**config.mk**
```make
export PLATFORM = sky130hd
export DESIGN_NAME = exe_hazard_ctrl
export DESIGN_NICKNAME = d
export VERILOG_FILES = /design/src/rtl/exe_hazard_ctrl.sv
export SDC_FILE = /design/constraint.sdc
export NUM_CORES = 1
export LEC_CHECK = 0
export BUFFER_PORTS_ARGS = -buffer_cell sky130_fd_sc_hd__buf_4
export CAP_MARGIN = 20
export CORE_UTILIZATION = 53
export CTS_CLUSTER_SIZE = 14
export DETAILED_ROUTE_END_ITERATION = 8
export HOLD_SLACK_MARGIN = 0.03
export PLACE_DENSITY = 0.87
export RECOVER_POWER = 25
export SLEW_MARGIN = 20
export SYNTH_ARGS = -nofsm -noshare
export SYNTH_HDL_FRONTEND = slang
export SYNTH_SLANG_ARGS = --single-unit
export TNS_END_PERCENT = 100
```
**constraint.sdc**
```tcl
create_clock -name clk -period 2.5 [get_ports clk]
set_input_delay 0.375 -clock clk [delete_from_list [all_inputs] [get_ports clk]]
set_output_delay 0.375 -clock clk [all_outputs]
set_load 0.02 [all_outputs]
```
**src/rtl/exe_hazard_ctrl.sv**
```systemverilog
// EX hazard controller: shadow EX/MEM/WB slots, operand forwarding,
// load-use bubble, branch flush, memory freeze, stall/flush counters.
module exe_hazard_ctrl #(
  parameter int CNT_W = 16
) (
  input  logic             clk,
  input  logic             rst_n,
  input  logic             id_valid,
  input  logic [4:0]       id_rs1,
  input  logic [4:0]       id_rs2,
  input  logic             id_use_rs1,
  input  logic             id_use_rs2,
  input  logic [4:0]       id_rd,
  input  logic             id_reg_write,
  input  logic             id_is_load,
  input  logic             ex_branch_taken,
  input  logic             mem_busy,
  output logic             pc_en,
  output logic             ifid_en,
  output logic             flush_ifid,
  output logic             flush_idex,
  output logic             freeze,
  output logic             pc_sel_branch,
  output logic [1:0]       fwd_a,
  output logic [1:0]       fwd_b,
  output logic [CNT_W-1:0] stall_cnt,
  output logic [CNT_W-1:0] flush_cnt
);

  typedef struct packed {
    logic       v;
    logic [4:0] rd;
    logic       wr;
    logic       ld;
    logic [4:0] rs1;
    logic [4:0] rs2;
    logic       u1;
    logic       u2;
  } slot_t;

  typedef enum logic [1:0] {
    RUN,
    LU_STALL,
    FLUSH,
    FREEZE
  } state_t;

  slot_t  ex_q, mem_q, wb_q, id_s;
  state_t state_q, state_d;

  logic lu, act_frz, act_br, act_lu;

  function automatic logic wmatch(
    input slot_t      s,
    input logic [4:0] r
  );
    return s.v & s.wr & (s.rd != 5'd0) & (s.rd == r);
  endfunction

  assign id_s = '{
    v:   id_valid,
    rd:  id_rd,
    wr:  id_reg_write,
    ld:  id_is_load,
    rs1: id_rs1,
    rs2: id_rs2,
    u1:  id_use_rs1,
    u2:  id_use_rs2
  };

  always_comb begin
    fwd_a = 2'b00;
    if (ex_q.u1 && wmatch(mem_q, ex_q.rs1))
      fwd_a = 2'b01;
    else if (ex_q.u1 && wmatch(wb_q, ex_q.rs1))
      fwd_a = 2'b10;
  end

  always_comb begin
    fwd_b = 2'b00;
    if (ex_q.u2 && wmatch(mem_q, ex_q.rs2))
      fwd_b = 2'b01;
    else if (ex_q.u2 && wmatch(wb_q, ex_q.rs2))
      fwd_b = 2'b10;
  end

  assign lu = id_valid & ex_q.v & ex_q.ld & ex_q.wr
            & (ex_q.rd != 5'd0)
            & ((id_use_rs1 & (id_rs1 == ex_q.rd))
             | (id_use_rs2 & (id_rs2 == ex_q.rd)));

  assign act_frz = mem_busy;
  assign act_br  = ~mem_busy & ex_branch_taken & ex_q.v;
  assign act_lu  = ~mem_busy & ~act_br & lu;

  always_comb begin
    pc_en         = 1'b1;
    ifid_en       = 1'b1;
    flush_ifid    = 1'b0;
    flush_idex    = 1'b0;
    freeze        = 1'b0;
    pc_sel_branch = 1'b0;
    state_d       = RUN;
    unique case (1'b1)
      act_frz: begin
        freeze  = 1'b1;
        pc_en   = 1'b0;
        ifid_en = 1'b0;
        state_d = FREEZE;
      end
      act_br: begin
        pc_sel_branch = 1'b1;
        flush_ifid    = 1'b1;
        flush_idex    = 1'b1;
        state_d       = FLUSH;
      end
      act_lu: begin
        pc_en      = 1'b0;
        ifid_en    = 1'b0;
        flush_idex = 1'b1;
        state_d    = LU_STALL;
      end
      default: state_d = RUN;
    endcase
  end

  always_ff @(posedge clk or negedge rst_n) begin
    if (!rst_n) begin
      ex_q  <= '0;
      mem_q <= '0;
      wb_q  <= '0;
    end else if (!freeze) begin
      wb_q  <= mem_q;
      mem_q <= ex_q;
      ex_q  <= flush_idex ? '0 : id_s;
    end
  end

  always_ff @(posedge clk or negedge rst_n) begin
    if (!rst_n)
      state_q <= RUN;
    else
      state_q <= state_d;
  end

  always_ff @(posedge clk or negedge rst_n) begin
    if (!rst_n) begin
      stall_cnt <= '0;
      flush_cnt <= '0;
    end else begin
      if ((state_q == LU_STALL || state_q == FREEZE)
          && stall_cnt != '1)
        stall_cnt <= stall_cnt + CNT_W'(1);
      if (state_q == FLUSH && flush_cnt != '1)
        flush_cnt <= flush_cnt + CNT_W'(1);
    end
  end

  // Source fields of MEM/WB slots ride along for debug only.
  logic unused_slot_bits;
  assign unused_slot_bits = ^{mem_q.ld, mem_q.rs1, mem_q.rs2,
                              mem_q.u1, mem_q.u2,
                              wb_q.ld, wb_q.rs1, wb_q.rs2,
                              wb_q.u1, wb_q.u2};

endmodule

```
==> impl_results.md <==
- Status: finished, violations left
- Failing checks: max-capacitance violations, max-slew violations
- Pwr dens: about 800 mW/mm²
- Routed vias/inst: ~6.1
- Hold Path End: ex_q[16]$_DFFE_PN0N_
- Hold Crit Depth: 3
- GRT Resource Usage Total: 0.249
- Min Tclk post-route: 2.46 ns
- Vias in the first global route: ~2,800
- Die Ht: approximately 84 µm
- CTS max path bufs: 2
- Post-Synthesis Cells: 331
- Cell variety after synth: 43
- Syn Std Cell Area: 0.00353 mm²
- Syn. warnings: 0
- Hold Vio Cnt, Final: 0
- Setup crit end kind: primary output
- TritonCTS clock tree: done
- Worst Setup Start Kind: flop
- Cell Rows: 29
- CP Max Fanout: 5
- CTS Hold Bufs: 0
- First-pass GRT wire length: about 14 mm
- Sequential-to-total area share from yosys stat: 0.482
- CTS Buf Count: 9
- Reg2Reg Depth: 5
- Setup TNS: 0 ns
- Port buffer count: 65
- F_max: around 410 MHz
- Filler Cells Inserted: 467
- Overflow after GRT: 0
- Post-DRT Antenna Nets: 0
- Multi-input gate area: around 0.0017 mm²
- Core area: between 0.006 and 0.007 mm²
- Critical path arrival: ~2.1 ns
- Post-route design area: between 0.004 and 0.005 mm²
- WP data required: about 2.1 ns
- CTS clk-pin slew, worst paths: ~0.08 ns
- HPWL Detailed: 5.75 mm
- DRC viols: 0
- EDFF count, synth: 0
- P_leak: 1.92 nW
- Worst R2R Setup Slack: around 0.5 ns
- Routability cong.: ~0.94
- Final wirelength: just under 9 mm
- Ant diodes: 0
- Layout Skew: slightly above 0.009 ns
- Root Driver: clkbuf_8
- Post-synthesis area per instance: roughly 11 µm²
- Pre-CTS WS: 0.436 ns
- Nets@finish: between 400 and 500
- Worst R2R Start: flush_cnt[0]$_DFFE_PN0P_
- Worst setup margin: between 0.04 and 0.05 ns
- Worst rel slew slack: -0.116
- Largest net degree at the start of global routing: about 70
- Starting Density: 0.552
- Prevailing post-synth register cell: dfrtp_1
- Final setup violation count: 0
- Clk_lat worst skew: 0.35 ns
- Initial antenna violation count: 0
- Most common cell after layout, fill and taps aside: buf_4
- Layout cell share with drive strength beyond 1: 0.308
- Syn_nets: 357
- Vias: 2,951
- Die width: approximately 84 µm
- Ports: between 60 and 70
- Synth Register Bits: 68
- Most frequent cells in the layout: 75 x buf_4, 64 x dfrtp_1, 37 x xnor2_1
- Max-Cap Viols: 1
- Synthesis-to-finish area growth: 23.7%
- Die area: ~0.007 mm²
- Worst-Margin Slew: 1.67 ns
- Worst r2r dst: flush_cnt[1]$_DFFE_PN0P_
- Drt first pass iters: 5
- Peak supply drop: approximately 550 µV
- CTS H-Tree Depth: 3
- Post-layout util: 0.683
- Register Area: roughly 0.0017 mm²
- Worst hold path class: primary input to flop
- Period utilization: 0.983
- Initial DRC count: about 240
- Post-DP Area: 0.00407 mm²
- HP Start: id_rd[2]
- FFs w/ async S/R, synth: 1.00
- Routed wire per std cell: approximately 18 µm
- # clock sinks: 68
- Crit path kind: flop to primary output
- Slew Limit Fails: 69
routing by layer:
layer,vias to the layer above,wire [µm],global-route usage
met2,132,4370,0.404
met3,19,535,0.0504
met5,-,0,0
li1,1350,-,-
met4,0,164,0.0940
met1,1450,3610,0.332
cells by family (layout without fill, tap and decap cells):
logic type      after synthesis  count (layout)  share of synthesized area
fa+ha+maj                     2               2                    0.00709
buf+inv                      23              98                     0.0291
xor+xnor                     55              55                      0.137
simple gates                 97              97                      0.155
flops                        68              68                      0.482
mux                          18              18                     0.0582
compound gates               68              68                      0.132
power breakdown:
group	switching [mW]	internal [mW]
Combinational	0.465	0.458
Clock	0.434	0.589
Sequential	0.254	1.29
final cells by class:
class                   count  area share
flip-flops and latches     68       0.391
multi-input cells         240       0.400
repair buffers             76       0.130
well taps                  77      0.0221
clock buffers              10      0.0315
clock inverters             6      0.0198
inverters                   6     0.00516
synth_stat cells (2+ instances only):
cell | count | area [µm²]
and3_1 | 8 | 50.1
a31oi_1 | 2 | 12.5
and4_1 | 3 | 26.3
or4_1 | 3 | 22.5
a32oi_1 | 19 | 166
xnor2_1 | 37 | 324
mux2_2 | 16 | 180
nand4b_1 | 2 | 17.5
nand2_1 | 33 | 124
xor2_1 | 18 | 158
dfrtp_1 | 68 | 1700
nor4_1 | 6 | 37.5
inv_1 | 6 | 22.5
o21ai_0 | 24 | 120
nor2_1 | 4 | 15.0
o211ai_1 | 7 | 52.6
ha_1 | 2 | 25.0
buf_4 | 4 | 30.0
a21o_1 | 3 | 22.5
buf_1 | 2 | 7.51
nand3_1 | 8 | 40.0
nand4_1 | 7 | 43.8
o2111ai_1 | 3 | 26.3
clkbuf_1 | 10 | 37.5
nor3_1 | 12 | 60.1
a21oi_1 | 7 | 35.0
stage by stage:
step                      total power [mW]  hold slack, ns  cells
after global placement                2.38           0.471    460
after floorplan                       2.05          0.0794    331
after detailed placement              2.42           0.487    460
after global routing                  3.65           0.287    483
final                                 3.49           0.283    483
after CTS                             3.46           0.171    476
flip-flops by register name, summed over array words and instances, names as in the netlist:
signal,cells
state_q,2
flush_cnt,16
ex_q,20
mem_q,7
stall_cnt,16
wb_q,7
how the worst max path moves through the flow:
| stage | from | endpoint | slack [ns] | depth (start not counted) |
|---|---|---|---|---|
| floorplan | ex_q[15]$_DFFE_PN0N_ | pc_en | 0.15 | 6 |
| global placement | mem_q[15]$_DFFE_PN0N_ | fwd_b[1] | 0.48 | 5 |
| detailed placement | ex_q[15]$_DFFE_PN0N_ | ifid_en | 0.44 | 5 |
| CTS | ex_q[15]$_DFFE_PN0N_ | ifid_en | 0.02 | 5 |
| global route | ex_q[16]$_DFFE_PN0N_ | ifid_en | -0.04 | 5 |
| finish | ex_q[15]$_DFFE_PN0N_ | ifid_en | 0.04 | 5 |
what timing repair did:
action	CTS	global route
resized for setup	0	9
hold endpoints to repair	0	0
setup buffers	0	7
endpoints found under the setup margin	0	5
worst max-delay path, cell delays in order (launching register included):
cell and delay [ns]:
dfrtp_2 0.44, or4_1 0.58, o211ai_1 0.28, inv_2 0.11
a21oi_2 0.17, buf_4 0.16
No activity file was read; power rests on OpenSTA's default activity.
